## src/rtl/alu_issue_ctrl.sv

```systemverilog
// alu_issue_ctrl: accepts 16-bit instruction words, drives a combinational ALU and writes results back.
// Optional build macro ALU_ISSUE_PERF_EN adds the perf_retired / perf_illegal counters.
module alu_issue_ctrl #(
    parameter int NREGS      = 8,
    parameter int DIV_CYCLES = 4
) (
    input  logic        clk,
    input  logic        rst,
    input  logic        in_valid,
    output logic        in_ready,
    input  logic [15:0] in_instr,
    output logic [3:0]  op_code,
    output logic [15:0] rs1_in,
    output logic [15:0] rs2_in,
    output logic        cin,
    output logic        bin,
    input  logic [15:0] alu_result,
    output logic        done,
    output logic        err,
    input  logic [2:0]  dbg_addr,
    output logic [15:0] dbg_data
`ifdef ALU_ISSUE_PERF_EN
    ,
    output logic [15:0] perf_retired,
    output logic [15:0] perf_illegal
`endif
);

    localparam int              CNT_W     = (DIV_CYCLES > 1) ? $clog2(DIV_CYCLES) : 1;
    localparam logic [CNT_W-1:0] DIV_LOAD = CNT_W'(DIV_CYCLES - 1);
    localparam logic [3:0]      NREGS_LIM = 4'(NREGS);

    localparam logic [3:0] OP_DIV = 4'h3;
    localparam logic [3:0] OP_LDI = 4'h8;

    typedef enum logic [1:0] {
        S_IDLE,
        S_DECODE,
        S_EXEC,
        S_WB
    } state_t;

    state_t            state;
    state_t            next_state;
    logic [15:0]       instr_q;
    logic [15:0]       result_q;
    logic [CNT_W-1:0]  div_cnt;
    logic              err_q;
    logic [15:0]       regs [NREGS];

    logic        accept;
    logic        load_alu;
    logic        load_ldi;
    logic        capture;
    logic        div_dec;
    logic        set_err;
    logic        wr_en;

    logic [3:0]  dec_op;
    logic [2:0]  dec_rd;
    logic [2:0]  dec_ra;
    logic [2:0]  dec_rb;
    logic [8:0]  dec_imm;
    logic        dec_is_alu;
    logic        dec_is_ldi;
    logic [15:0] read_a;
    logic [15:0] read_b;
    logic        dst_ok;

    assign dec_op     = instr_q[15:12];
    assign dec_rd     = instr_q[11:9];
    assign dec_ra     = instr_q[8:6];
    assign dec_rb     = instr_q[5:3];
    assign dec_imm    = instr_q[8:0];
    assign dec_is_alu = (dec_op[3:2] == 2'b00);
    assign dec_is_ldi = (dec_op == OP_LDI);

    // Indices beyond NREGS read as zero and are never written.
    assign read_a   = ({1'b0, dec_ra} < NREGS_LIM) ? regs[dec_ra] : 16'h0000;
    assign read_b   = ({1'b0, dec_rb} < NREGS_LIM) ? regs[dec_rb] : 16'h0000;
    assign dst_ok   = ({1'b0, dec_rd} < NREGS_LIM);
    assign dbg_data = ({1'b0, dbg_addr} < NREGS_LIM) ? regs[dbg_addr] : 16'h0000;

    assign err = err_q;

    always_ff @(posedge clk) begin
        if (rst) begin
            state <= S_IDLE;
        end else begin
            state <= next_state;
        end
    end

    // in_ready is masked during the err pulse so the next accept lands the cycle after it.
    always_comb begin
        next_state = state;
        accept     = 1'b0;
        load_alu   = 1'b0;
        load_ldi   = 1'b0;
        capture    = 1'b0;
        div_dec    = 1'b0;
        set_err    = 1'b0;
        wr_en      = 1'b0;
        in_ready   = 1'b0;
        done       = 1'b0;
        case (state)
            S_IDLE: begin
                in_ready = !err_q;
                if (in_valid && !err_q) begin
                    accept     = 1'b1;
                    next_state = S_DECODE;
                end
            end
            S_DECODE: begin
                if (dec_is_alu) begin
                    load_alu   = 1'b1;
                    next_state = S_EXEC;
                end else if (dec_is_ldi) begin
                    load_ldi   = 1'b1;
                    next_state = S_WB;
                end else begin
                    set_err    = 1'b1;
                    next_state = S_IDLE;
                end
            end
            S_EXEC: begin
                if (div_cnt == '0) begin
                    capture    = 1'b1;
                    next_state = S_WB;
                end else begin
                    div_dec = 1'b1;
                end
            end
            S_WB: begin
                done       = 1'b1;
                wr_en      = 1'b1;
                next_state = S_IDLE;
            end
            default: next_state = S_IDLE;
        endcase
    end

    // ALU ports only change on an ALU-op decode, so they hold through EXEC and idle time.
    always_ff @(posedge clk) begin
        if (rst) begin
            instr_q  <= '0;
            result_q <= '0;
            div_cnt  <= '0;
            err_q    <= 1'b0;
            op_code  <= '0;
            rs1_in   <= '0;
            rs2_in   <= '0;
            cin      <= 1'b0;
            bin      <= 1'b0;
            for (int i = 0; i < NREGS; i++) begin
                regs[i] <= '0;
            end
        end else begin
            err_q <= set_err;
            if (accept) begin
                instr_q <= in_instr;
            end
            if (load_alu) begin
                op_code <= dec_op;
                rs1_in  <= read_a;
                rs2_in  <= read_b;
                cin     <= instr_q[2];
                bin     <= instr_q[1];
                div_cnt <= (dec_op == OP_DIV) ? DIV_LOAD : '0;
            end
            if (load_ldi) begin
                result_q <= {7'b0, dec_imm};
            end
            if (div_dec) begin
                div_cnt <= div_cnt - 1'b1;
            end
            if (capture) begin
                result_q <= alu_result;
            end
            if (wr_en && dst_ok) begin
                regs[dec_rd] <= result_q;
            end
        end
    end

`ifdef ALU_ISSUE_PERF_EN
    always_ff @(posedge clk) begin
        if (rst) begin
            perf_retired <= '0;
            perf_illegal <= '0;
        end else begin
            if (done) begin
                perf_retired <= perf_retired + 16'd1;
            end
            if (err_q) begin
                perf_illegal <= perf_illegal + 16'd1;
            end
        end
    end
`endif

endmodule
```

## config.mk

```make
export PLATFORM = sky130hd
export DESIGN_NAME = alu_issue_ctrl
export DESIGN_NICKNAME = d
export VERILOG_FILES = /design/src/rtl/alu_issue_ctrl.sv
export SDC_FILE = /design/constraint.sdc
export NUM_CORES = 1
export LEC_CHECK = 0
export CORE_MARGIN = 2
export CORE_UTILIZATION = 25
export DETAILED_ROUTE_END_ITERATION = 7
export PLACE_DENSITY = 0.43
export SYNTH_ARGS = -nofsm -noshare
export SYNTH_HDL_FRONTEND = slang
export SYNTH_SLANG_ARGS = --single-unit
```

## constraint.sdc

```tcl
create_clock -name clk -period 2.08 [get_ports clk]
set_input_delay 0.416 -clock clk [delete_from_list [all_inputs] [get_ports clk]]
set_output_delay 0.416 -clock clk [all_outputs]
set_load 0.03 [all_outputs]
```

Word level (Yosys, flattened, before mapping)
Memory sizes are Yosys's and may differ from the RTL's. A register that Yosys moved wholly into a read port is not among the register bits.
Index checks and enable logic that the tools add are counted.
{ "word_totals": {"register_bits": 43, "latchBits": 0, "ram_bits": 128, "rom_bits": 0, "in_bits": 38, "out_inout_bits": 57, "n_memories": 1} }
{ "memory_table": {"columns": ["memory", "depth", "word_bits", "rd", "rd_clocked_by_memory_dff", "write_ports", "line_no", "rtl"], "rows": [
  ["regs", 8, 16, 3, 2, 8, "49", "logic [15:0] regs [NREGS];"]
]} }
{ "classes": {"add_sub_neg": 1, "mul": 0, "div": 0, "n_lt_le_gt_ge": 0, "eq_ne": 7, "shifts": 0, "n_mux": 32, "bitwise": 1, "n_reduce_logical": 10} }
{ "ops": {"columns": ["cell", "count"], "rows": [
  ["$mux 16", 3],
  ["$mux 1", 20],
  ["$reduce_or 16->1", 1],
  ["$mux 2", 7],
  ["$pmux 2 s4", 1],
  ["$logic_not 2->1", 3],
  ["$eq 2x2->1 const B", 2],
  ["$eq 4x2->1 const B", 1],
  ["$eq 4x4->1 const B", 1],
  ["$ne 2x2->1 const B", 2],
  ["$reduce_bool 2->1", 2],
  ["$mux 3", 1],
  ["$reduce_or 3->1", 1],
  ["$eq 2x1->1 const B", 1],
  ["$reduce_and 2->1", 1],
  ["$sub 2x1->2 const B", 1],
  ["$logic_and 1x1->1", 1],
  ["$logic_not 1->1", 1],
  ["$not 1->1", 1]
]} }

Logic depth before layout (Yosys ltp)
{ "depth": {"word_depth": 7, "mapped_depth": 7, "ltp_nobuf": 6} }

Worst setup path after synthesis
No wires, ideal clock.
{ "synth_path": {"kind": "input to output", "from": "in dbg_addr[0]", "to": "out dbg_data[0]", "t_arrival_ns": 1.627, "t_required_ns": 1.664, "setup_slack_ns": 0.037, "cell_stages": 4, "n_path_buf": 2, "path_cell_list": "buf_2 > buf_4 > mux4_2 > mux2_2"} }
{ "synth_between": {"elab_chain_cells": 1} }
{ "synth_lines": {"columns": ["element", "line_no", "rtl"], "rows": [
  ["start: declaration", "20", "input logic [2:0] dbg_addr,"],
  ["$mem_v2 8x16", null, null],
  ["end: declaration", "21", "output logic [15:0] dbg_data"]
]} }
Every way passes these cells.

==> reports/qor.yml <==
layout-drive-gt1-share: 0.217
combPwrFrac: 0.200
dieArea_sq_um: 44300
ys.warnings.count: 0
syn_area_sq_um: 10700
synth_commonest_cells: "and2_1, edfxtp_1, mux2i_1, dfxtp_1, nand2_1"
grt_start_max_net_pins: 52
num_rows: 75
synth-seq-area-share: 0.501
fin_crit_ns: 2.34
grt_pass1_wl_um: 54600
cts_buffer_depth: 3
grt_use_total: 0.168
fin_nets: 1118
synth_edf_count: 128
rsz0062_at_grt: "yes"
hold_viol: 0
fin_area_sq_um: 13900
power_w: 0.0113
num_vias: 7938
p_clk_frac: 0.377
die_w_um: 211
slew_violations: 0
ys_seq_elements: 203
fillerInstances: 4270
start_util: 0.254
io_pins: 95
synthMuxAreaShare: 0.205
skew_ns: 0.0135
cp_max_fo: 3
slew_headroom: 0.650
cell_internal_pwr_w: 0.00802
dp_hpwl_um: 23000
endpoint_kind: "output port"
num_antenna_cells: 0
synth_area_leaders: "edfxtp_1, dfxtp_1, mux2i_1"
postSynthCellCount: 922
cts_sinks: 203
syn_nets: 961
drc_errors: 0
slowest_stage: "mux4_2"
synthFlopType: "edfxtp_1"
drt_first_pass_iters: 5
place_congestion: 0.746
maxCapViolCount: 0
regArea_sq_um: 5360
yosys.area_share.adder: 0.00117
synth.avg_cell_area_sq_um: 11.6
area_growth_syn_to_layout_pct: 30.3
cts_inserted_buffers: 26
tightest_slew_ns: 0.524
path_delay_family: "multiplexers"
synth_top_area_cell: "edfxtp_1"
antenna_found_initial: 3
max_stage_delay_ns: 0.49
clk_latency_ns: 0.54
multi_input_area_sq_um: 4970
synth_top_family_by_area: "multiplexers"
violations: "setup timing"
coreArea_sq_um: 42000
detail_route.wl_per_cell_um: 22.8
cts_max_level: 1
hold_path.class: "input pin to flop"
fin_ws_ns: -0.263
portBuffers: 94
async_flop_share: 0
first_global_vias: 8021
max_freq_mhz: 427
period_share: 1.13
cts_tree: "yes"
crit_chain: "mux4_2, mux2_4, buf_6"
grt_overflow: 0
switchingPower_w: 0.00328
vias_per_cell: 4.85
switching_share: 0.291
drt_wl_total_um: 37300
antenna_left: 0
die_y_um: 211
drtIter0Drc: 552
yosys.area_share.simple: 0.168
yosysUniqueCellTypes: 46
placed_area_sq_um: 12500
p_leak_nw: 4.99
crit_arrival_ns: 1.93
power_density_nw_per_um2: 813
ir_worst_vdd_uv: 491
clk_pin_slew_worst_paths_ns: 0.06
critical_path_class: "flop to output port"
cp.required_ns: 1.66
status: "complete, but fails checks"
final-setup-viol-count: 16
cts_root_buf: "clkbuf_16"
pre_cts_ws_ns: -0.373
synth-compound-area-share: 0.0871
pwr-share-seq: 0.423
start_kind: "flop"
synthXorXnorAreaFrac: 0
crit_buf_inv: 1
synth.most_common_cell: "and2_1"
synth_top_area_share: 0.360
-- logic make-up after synthesis --
group | Yosys count
compound gates | 139
buf+inv | 78
flops | 203
simple gates | 325
mux | 176
fa+ha+maj | 1
-- sequential cells by signal, summed over array words and instances (netlist names), 2 cells and up, named ones only --
name / cells
regs: 128
instr_q: 16
result_q: 16
rs1_in: 16
rs2_in: 16
op_code: 4
div_cnt: 2
-- cells in the final DEF (no fill, tap or decap), drive strengths merged, types with 2 or more instances in the layout --
cell	synthesis	layout
dlygate4sd2	0	3
dfxtp	75	75
nand3b	2	2
a22oi	64	64
mux2	16	16
and2	131	131
or2	8	8
clkinv	0	10
mux2i	128	128
nor4b	3	3
nor2	60	60
nand2b	3	3
a2bb2oi	7	7
or4b	2	2
edfxtp	128	128
clkinvlp	0	2
buf	44	126
clkdlybuf4s50	0	72
nor3b	4	4
a31oi	2	2
nor3	35	35
nor2b	4	4
inv	4	4
a21oi	54	54
mux4	32	32
a311oi	9	9
nand2	67	67
clkbuf	30	35
nand3	2	2
-- layer usage --
metal  GRT usage  part of all wire  up-vias
li1            -                 -     3720
met3      0.0273             0.050       50
met1       0.238              0.47     3915
met2       0.270              0.46      251
met5           0           0.00019        -
met4      0.0367             0.020        2
-- power groups by stage --
stage          Sequential, W  Clock, W  Combinational, W
2_1_floorplan        0.00492         0           0.00115
3_3_place_gp         0.00487         0           0.00214
3_5_place_dp         0.00487         0           0.00215
4_1_cts              0.00478   0.00439           0.00225
5_1_grt              0.00482   0.00456           0.00242
6_report             0.00478   0.00426           0.00226
-- cell type report --
| cell class | instances | share of cell area |
|---|---|---|
| clock buffer | 35 | 0.0508 |
| clock inverter | 13 | 0.00684 |
| inverter | 4 | 0.00108 |
| timing repair buffer | 203 | 0.150 |
| multi-input combinational | 641 | 0.358 |
| tap | 539 | 0.0485 |
| sequential | 203 | 0.385 |
-- metrics by stage --
step | hold WS (ns) | cells | util | setup TNS (ns)
final | 0.422 | 1638 | 0.331 | -3.36
after global placement | 0.448 | 1536 | 0.299 | -5.13
after CTS | 0.409 | 1619 | 0.327 | -3.75
after detailed placement | 0.450 | 1536 | 0.299 | -5.31
after floorplan | 0.437 | 922 | - | 0
after global routing | 0.435 | 1638 | 0.331 | -4.14
-- worst register-to-register path, stage by stage, from the launching register on --
cell and delay [ns]:
dfxtp_2 0.37, buf_4 0.20, nor3b_2 0.28, nand2b_2 0.12
buf_12 0.19, a21oi_1 0.29, buf_4 0.18, nor3_1 0.04
-- what timing repair did --
item,in CTS,in global routing
gates resized for setup,37,1
pin swaps,0,0
gates cloned,1,0
endpoints found under the setup margin,19,18
hold buffers,0,0
buffers inserted,34,19
-- path summary, 6_finish.rpt --
check                   from           end  slack, ns  cells after the start
hold reg to reg          cin           cin       0.46                      2
hold / removal           rst  result_q[15]       0.42                      3
setup reg to reg        flop    rs1_in[12]       0.29                      7
setup / recovery  regs[7][6]   dbg_data[6]      -0.26                      3
(Power assumes the default switching activity.)
